`config.mk`:
```
export PLATFORM = sky130hd
export DESIGN_NAME = atm_pin_entry_flat
export DESIGN_NICKNAME = d
export VERILOG_FILES = /design/src/rtl/atm_pin_pkg.sv /design/src/rtl/atm_pin_entry_if.sv /design/src/rtl/atm_timeout_counter.sv /design/src/rtl/atm_pin_entry.sv /design/src/flat_wrapper.sv
export SDC_FILE = /design/constraint.sdc
export NUM_CORES = 1
export LEC_CHECK = 0
export BUFFER_PORTS_ARGS = -buffer_cell sky130_fd_sc_hd__buf_2
export CAP_MARGIN = 20
export CORE_MARGIN = 5
export CORE_UTILIZATION = 56
export DETAILED_ROUTE_END_ITERATION = 16
export GPL_TIMING_DRIVEN = 1
export PLACE_DENSITY = 0.85
export SYNTH_ARGS = -nofsm -noshare
export SYNTH_HDL_FRONTEND = slang
export SYNTH_SLANG_ARGS = --single-unit
```
`constraint.sdc`:
```
create_clock -name clk -period 2.4 [get_ports clk]
set_input_delay 0.24 -clock clk [delete_from_list [all_inputs] [get_ports clk]]
set_output_delay 0.24 -clock clk [all_outputs]
set_load 0.05 [all_outputs]
```
`src/rtl/atm_pin_pkg.sv`:
```
// Shared types and constants for the ATM PIN-entry front end: FSM states,
// key codes and PIN geometry.
package atm_pin_pkg;

  localparam int PIN_W       = 4;
  localparam int KEY_W       = 3;
  localparam int DIGIT_CNT_W = 3;

  localparam logic [DIGIT_CNT_W-1:0] PIN_FULL = DIGIT_CNT_W'(PIN_W);

  localparam logic [KEY_W-1:0] ZERO   = 3'd0;
  localparam logic [KEY_W-1:0] ONE    = 3'd1;
  localparam logic [KEY_W-1:0] CLEAR  = 3'd2;
  localparam logic [KEY_W-1:0] ENTER  = 3'd3;
  localparam logic [KEY_W-1:0] CANCEL = 3'd4;

  typedef enum logic [2:0] {
    IDLE        = 3'd0,
    COLLECT     = 3'd1,
    WAIT_RESULT = 3'd2,
    DONE        = 3'd3,
    LOCKED      = 3'd4
  } pin_state_t;

  // Only ZERO and ONE carry a PIN bit; the bit value is the LSB of the code.
  function automatic logic is_digit_key(input logic [KEY_W-1:0] code);
    return (code == ZERO) || (code == ONE);
  endfunction

endpackage

```
`src/rtl/atm_pin_entry_if.sv`:
```
// Keypad/card/result bundle between the ATM front panel side and the PIN-entry
// block; master drives keys and card/result status, slave is the PIN-entry block.
interface atm_pin_entry_if;
  import atm_pin_pkg::*;

  logic                   in_card;
  logic                   key_valid;
  logic [KEY_W-1:0]       key_code;
  logic                   pin_accept;
  logic                   pin_reject;
  logic [PIN_W-1:0]       out_PIN;
  logic                   pin_valid;
  logic [DIGIT_CNT_W-1:0] digit_cnt;
  logic                   O_Lockout;
  logic                   O_Timeout;
  logic                   eject_card;

  modport master (
    output in_card, key_valid, key_code, pin_accept, pin_reject,
    input  out_PIN, pin_valid, digit_cnt, O_Lockout, O_Timeout, eject_card
  );

  modport slave (
    input  in_card, key_valid, key_code, pin_accept, pin_reject,
    output out_PIN, pin_valid, digit_cnt, O_Lockout, O_Timeout, eject_card
  );

endinterface

```
`src/rtl/atm_timeout_counter.sv`:
```
// Inactivity counter: counts enabled cycles since the last clear and flags the
// cycle in which the count reaches TIMEOUT_CYCLES-1.
module atm_timeout_counter #(
  parameter int TIMEOUT_CYCLES = 1000
) (
  input  logic clk,
  input  logic rst,
  input  logic clear,
  input  logic enable,
  output logic expired
);

  localparam int                CNT_W = $clog2(TIMEOUT_CYCLES + 1);
  localparam logic [CNT_W-1:0]  LIMIT = CNT_W'(TIMEOUT_CYCLES - 1);

  logic [CNT_W-1:0] count;

  // A clear in the terminal cycle wins, so a key arriving just in time restarts the count.
  assign expired = enable && !clear && (count == LIMIT);

  always_ff @(posedge clk or negedge rst) begin
    if (!rst) begin
      count <= '0;
    end else if (clear || expired) begin
      count <= '0;
    end else if (enable) begin
      count <= count + CNT_W'(1);
    end
  end

endmodule

```
`src/rtl/atm_pin_entry.sv`:
```
// PIN-entry front end: collects a 4-bit PIN from the keypad, hands it to the
// ATM FSM, tracks rejected attempts and handles inactivity timeout and lockout.
module atm_pin_entry
  import atm_pin_pkg::*;
#(
  parameter int TIMEOUT_CYCLES = 1000,
  parameter int MAX_TRIES      = 3
) (
  input  logic           clk,
  input  logic           rst,
  atm_pin_entry_if.slave bus
);

  localparam int               TRY_W   = $clog2(MAX_TRIES + 1);
  localparam logic [TRY_W-1:0] TRY_MAX = TRY_W'(MAX_TRIES);

  pin_state_t             state;
  logic [PIN_W-1:0]       pin_buf;
  logic [PIN_W-1:0]       pin_out;
  logic [DIGIT_CNT_W-1:0] digit_cnt_q;
  logic [TRY_W-1:0]       try_cnt;
  logic [TRY_W-1:0]       try_inc;
  logic                   pin_valid_q;
  logic                   lockout_q;
  logic                   timeout_q;
  logic                   eject_q;
  logic                   tmo_clear;
  logic                   tmo_enable;
  logic                   tmo_expired;

  assign try_inc = try_cnt + TRY_W'(1);

  // The idle count runs only while collecting, holds while awaiting a verdict,
  // and is zeroed everywhere else so each COLLECT entry from IDLE starts fresh.
  assign tmo_enable = (state == COLLECT);
  assign tmo_clear  = (state == COLLECT) ? bus.key_valid : (state != WAIT_RESULT);

  atm_timeout_counter #(
    .TIMEOUT_CYCLES(TIMEOUT_CYCLES)
  ) u_timeout (
    .clk    (clk),
    .rst    (rst),
    .clear  (tmo_clear),
    .enable (tmo_enable),
    .expired(tmo_expired)
  );

  always_ff @(posedge clk or negedge rst) begin
    if (!rst) begin
      state       <= IDLE;
      pin_buf     <= '0;
      pin_out     <= '0;
      digit_cnt_q <= '0;
      try_cnt     <= '0;
      pin_valid_q <= 1'b0;
      lockout_q   <= 1'b0;
      timeout_q   <= 1'b0;
      eject_q     <= 1'b0;
    end else begin
      pin_valid_q <= 1'b0;
      timeout_q   <= 1'b0;
      eject_q     <= 1'b0;

      case (state)
        IDLE: begin
          if (bus.in_card) begin
            state       <= COLLECT;
            pin_buf     <= '0;
            pin_out     <= '0;
            digit_cnt_q <= '0;
            try_cnt     <= '0;
          end
        end

        COLLECT: begin
          // Card removal outranks any key or timeout and never ejects.
          if (!bus.in_card) begin
            state       <= IDLE;
            pin_buf     <= '0;
            digit_cnt_q <= '0;
          end else if (bus.key_valid) begin
            if (is_digit_key(bus.key_code)) begin
              if (digit_cnt_q < PIN_FULL) begin
                pin_buf     <= {pin_buf[PIN_W-2:0], bus.key_code[0]};
                digit_cnt_q <= digit_cnt_q + DIGIT_CNT_W'(1);
              end
            end else begin
              case (bus.key_code)
                CLEAR: begin
                  pin_buf     <= '0;
                  digit_cnt_q <= '0;
                end
                ENTER: begin
                  if (digit_cnt_q == PIN_FULL) begin
                    pin_out     <= pin_buf;
                    pin_valid_q <= 1'b1;
                    state       <= WAIT_RESULT;
                  end
                end
                CANCEL: begin
                  eject_q     <= 1'b1;
                  state       <= IDLE;
                  pin_buf     <= '0;
                  digit_cnt_q <= '0;
                end
                default: ;
              endcase
            end
          end else if (tmo_expired) begin
            timeout_q   <= 1'b1;
            eject_q     <= 1'b1;
            state       <= IDLE;
            pin_buf     <= '0;
            digit_cnt_q <= '0;
          end
        end

        WAIT_RESULT: begin
          if (!bus.in_card) begin
            state       <= IDLE;
            pin_buf     <= '0;
            digit_cnt_q <= '0;
          end else if (bus.pin_accept) begin
            state <= DONE;
          end else if (bus.pin_reject) begin
            try_cnt     <= try_inc;
            pin_buf     <= '0;
            digit_cnt_q <= '0;
            if (try_inc == TRY_MAX) begin
              state     <= LOCKED;
              lockout_q <= 1'b1;
            end else begin
              state <= COLLECT;
            end
          end
        end

        DONE: begin
          if (!bus.in_card) begin
            state <= IDLE;
          end
        end

        // Card is retained; only reset leaves this state.
        LOCKED: begin
          lockout_q <= 1'b1;
        end

        default: state <= IDLE;
      endcase
    end
  end

  assign bus.out_PIN    = pin_out;
  assign bus.pin_valid  = pin_valid_q;
  assign bus.digit_cnt  = digit_cnt_q;
  assign bus.O_Lockout  = lockout_q;
  assign bus.O_Timeout  = timeout_q;
  assign bus.eject_card = eject_q;

endmodule

```
`src/flat_wrapper.sv`:
```
// flat-port wrapper written by rule: the top's interface ports become plain ports
module atm_pin_entry_flat import atm_pin_pkg::*;
#(
  parameter int TIMEOUT_CYCLES = 1000,
  parameter int MAX_TRIES      = 3
)
  (clk, rst, bus_in_card, bus_key_valid, bus_key_code, bus_pin_accept, bus_pin_reject, bus_out_PIN, bus_pin_valid, bus_digit_cnt, bus_O_Lockout, bus_O_Timeout, bus_eject_card);
  atm_pin_entry_if bus_i ();
  input  logic clk;
  input  logic rst;
  input wire logic [$bits(bus_i.in_card)-1:0] bus_in_card;
  input wire logic [$bits(bus_i.key_valid)-1:0] bus_key_valid;
  input wire logic [$bits(bus_i.key_code)-1:0] bus_key_code;
  input wire logic [$bits(bus_i.pin_accept)-1:0] bus_pin_accept;
  input wire logic [$bits(bus_i.pin_reject)-1:0] bus_pin_reject;
  output wire logic [$bits(bus_i.out_PIN)-1:0] bus_out_PIN;
  output wire logic [$bits(bus_i.pin_valid)-1:0] bus_pin_valid;
  output wire logic [$bits(bus_i.digit_cnt)-1:0] bus_digit_cnt;
  output wire logic [$bits(bus_i.O_Lockout)-1:0] bus_O_Lockout;
  output wire logic [$bits(bus_i.O_Timeout)-1:0] bus_O_Timeout;
  output wire logic [$bits(bus_i.eject_card)-1:0] bus_eject_card;
  assign bus_i.in_card = bus_in_card;
  assign bus_i.key_valid = bus_key_valid;
  assign bus_i.key_code = bus_key_code;
  assign bus_i.pin_accept = bus_pin_accept;
  assign bus_i.pin_reject = bus_pin_reject;
  assign bus_out_PIN = bus_i.out_PIN;
  assign bus_pin_valid = bus_i.pin_valid;
  assign bus_digit_cnt = bus_i.digit_cnt;
  assign bus_O_Lockout = bus_i.O_Lockout;
  assign bus_O_Timeout = bus_i.O_Timeout;
  assign bus_eject_card = bus_i.eject_card;
  atm_pin_entry #(.TIMEOUT_CYCLES(TIMEOUT_CYCLES), .MAX_TRIES(MAX_TRIES)) u_core (.clk(clk), .rst(rst), .bus(bus_i));
endmodule
```
==> summary.md <==
| Metric | Value |
|---|---|
| Routed WL per cell | 14.0 um |
| CTS tree | built |
| Area Overhead vs Synth | 14.0% |
| Synth cell types | between 40 and 50 |
| # rows | 19 |
| Crit. End Element | flip-flop |
| Filler cells | 244 |
| Residual DRC | 0 |
| Unrepaired setup endpoints after global routing | no |
| Fin crit period | 2.25 ns |
| Crit path setup slack, layout | approximately 0.15 ns |
| CTS Root Cell | clkbuf_4 |
| Die W | ~63 um |
| Worst-path clk slew | 0.09 ns |
| Top-area cell type share of the netlist area | 0.482 |
| Slowest stage delay, CP | approximately 0.55 ns |
| Clk Latency, worst-skew pair | between 0.3 and 0.4 ns |
| Final non-filler cell area | between 1500 and 2000 um^2 |
| Lkg Pwr | just over 0.8 nW |
| GRT overflow | 0 |
| Total global-route track usage | 0.183 |
| Pin count of the biggest net entering global routing | 31 |
| Initial DRC count | between 40 and 50 |
| Routed WL | a little over 3000 um |
| Ys Warns | 0 |
| Starting density of the core | 0.575 |
| Final setup fails | 0 |
| Worst EP arrival | roughly 2.5 ns |
| CTS Buffer Depth | 2 |
| Reg-to-reg slack, setup | approximately 0.15 ns |
| Layout cells sized above 1 | 0.205 |
| Total Power Consumption | 1.17 mW |
| Post-Syn Instances | ~160 |
| Setup TNS | 0 ns |
| Final Skew | roughly 0.012 ns |
| Outcome | finished clean |
| Die area | ~4000 um^2 |
| Number of port buffers | 19 |
| CP max-delay cell | or4_4 |
| CTS buffer count | 5 |
| First-pass GRT wire length | 5650 um |
| Power per Cell Area | between 600 and 700 nW/um^2 |
| Tightest Pin Transition | about 0.66 ns |
| Die Height | around 63 um |
| Pre-antenna DRT Iters | 4 |
| Setup slack at placement | roughly 0.13 ns |
| Fin crit share | 0.936 |
| Area of the multi-input gates | 739 um^2 |
| Max-cap viol count | 0 |
| Area occupied by registers | about 750 um^2 |
| Largest fanout on the critical path | 6 |
| Core area | 2710 um^2 |
| Vias | around 1,300 |
| Relative slew slack | 0.557 |
| Nets | approximately 200 |
| Delay-heaviest family, CP | simple AND/OR/NAND/NOR gates |
| Routed Antenna Nets | 0 |
| Cell total after placement | 212 |
| Initial antenna violation count | 0 |
| Fin cells | 221 |
| Synth Cell Area | approximately 1600 um^2 |
| Req. time, crit path | around 2.6 ns |
| Diode count | 0 |
| CTS H-tree lvls | 2 |
| Crit path buf inv count | 1 |
| CTS sink cnt | 30 |
| Placed cell area | around 1700 um^2 |
| Post-synth net total | between 150 and 200 |
| Crit-path cells | ha_1, inv_1, or4_4, a41o_1, a311oi_2, mux2_1 |
| Syn Area/Cell | between 9 and 10 um^2 |
| Critical path class | flip-flop to flip-flop |
| Crit path launch type | flip-flop |
| Num ports | 20 |
| Vias/cell | between 5 and 6 |
| Utilization after layout | 0.656 |
| Seq/Total Area, Yosys | 0.482 |
| DP HPWL | between 2000 and 2500 um |
| Synth area leader | dfrtp_1 |
| Slew Viols, Final | 0 |
| Fin. Hold Viols | 0 |
| RePlAce Congestion | 0.873 |
| Worst IR Drop VDD | roughly 500 uV |
| Post-CTS setup buffer count | 0 |
| Max Clk Rate | 445 MHz |
| Ranking of synthesized cells by area | dfrtp_1 48%, nor2_1 4.6%, mux2i_1 4.5% |
| Number of global-route vias before repair | 1,293 |
| Hold/Removal Path Class | input pin to flip-flop |
| FF+latch count, synth | 30 |
| Worst hold slack | 0.159 ns |
report_power, final:
| group | switching (mW) | leakage (nW) | internal (mW) | total, mW |
|---|---|---|---|---|
| clock network | 0.171 | 0.0353 | 0.142 | 0.312 |
| registers | 0.0173 | 0.416 | 0.526 | 0.543 |
| logic | 0.190 | 0.369 | 0.124 | 0.314 |
| total | 0.378 | 0.820 | 0.791 | 1.17 |
worst paths after layout:
check | startpoint | to | cells past startpoint
worst min register to register | u_core.bus.O_Lockout$_DFFE_PN0P_ | u_core.bus.O_Lockout$_DFFE_PN0P_ | 1
worst max-delay path | u_core.u_timeout.count[0]$_DFFE_PN0P_ | u_core.state[0]$_DFFE_PN0P_ | 6
worst max register to register | u_core.u_timeout.count[0]$_DFFE_PN0P_ | u_core.state[0]$_DFFE_PN0P_ | 6
max in group asynchronous | rst | u_core.u_timeout.count[7]$_DFFE_PN0P_ | 2
worst min-delay path | bus_key_valid | u_core.bus.O_Timeout$_DFF_PN0_ | 2
min in group asynchronous | rst | u_core.try_cnt[1]$_DFFE_PN0P_ | 2
cells in the final DEF, fill, tap and decap left out, types with 3 or more instances in the layout:
cell,netlist,final
buf_2,0,19
buf_4,0,4
clkbuf_4,0,5
dfrtp_1,30,30
ha_1,4,4
inv_1,14,14
mux2i_1,7,7
nand2_1,18,18
nand4_1,4,4
nor2_1,19,19
nor3_1,7,7
nor3b_1,3,3
o21ai_0,9,9
o21ai_1,3,3
xnor2_1,7,7
xor2_1,3,3
timing repair:
action | CTS | global route
gates resized for setup | 0 | 1
hold endpoints to repair | 30 | 0
setup endpoints to repair | 0 | 1
hold buffers | 1 | 0
routing by layer:
| layer | global-route usage | share of wire | vias up |
|---|---|---|---|
| met5 | 0 | 0 | - |
| met4 | 0.0928 | 0.022 | 0 |
| met3 | 0.0773 | 0.066 | 9 |
| met2 | 0.280 | 0.48 | 39 |
| met1 | 0.218 | 0.43 | 603 |
| li1 | - | - | 610 |
layout make-up:
cell class | count | share of cell area
Sequential cell | 30 | 0.423
Timing Repair Buffer | 24 | 0.0761
Clock buffer | 7 | 0.0310
Multi-Input combinational cell | 114 | 0.416
Inverter | 14 | 0.0296
Clock inverter | 1 | 0.00282
Tap cell | 31 | 0.0218
state kept, by name, summed over array words and instances, names as in the netlist:
register,flops
u_core.state,3
u_core.pin_buf,4
u_core.bus.eject_card,1
u_core.try_cnt,2
u_core.bus.digit_cnt,3
u_core.bus.O_Timeout,1
u_core.bus.pin_valid,1
u_core.bus.out_PIN,4
u_core.bus.O_Lockout,1
u_core.u_timeout.count,10
cell usage after synthesis (all sizes together):
cell type   n
a211oi      3
a21o        1
a21oi       2
a311oi      1
a32oi       1
a41o        1
and4        2
buf         1
clkbuf      3
dfrtp      30
ha          4
inv        14
mux2        2
mux2i       7
nand2      20
nand2b      2
nand3       1
nand4       4
nand4bb     1
nor2       19
nor2b       1
nor3        7
nor3b       3
nor4        2
o211ai      1
o21ai      12
o21bai      2
o221ai      1
or2         2
or3         1
or4         1
xnor2       7
xor2        3
kinds of logic (layout without fill, tap and decap cells):
family,count (synthesis),in the layout,synth area share
flip-flops,30,30,0.482
AND/OR/NAND/NOR,66,66,0.215
buffers and inverters,18,46,0.0482
multiplexers,9,9,0.0594
AO/OA/AOI/OAI,25,25,0.108
XOR/XNOR,10,10,0.0562
adder cells (fa/ha/maj),4,4,0.0321
Note: power is estimated with default switching activity, not from simulation.
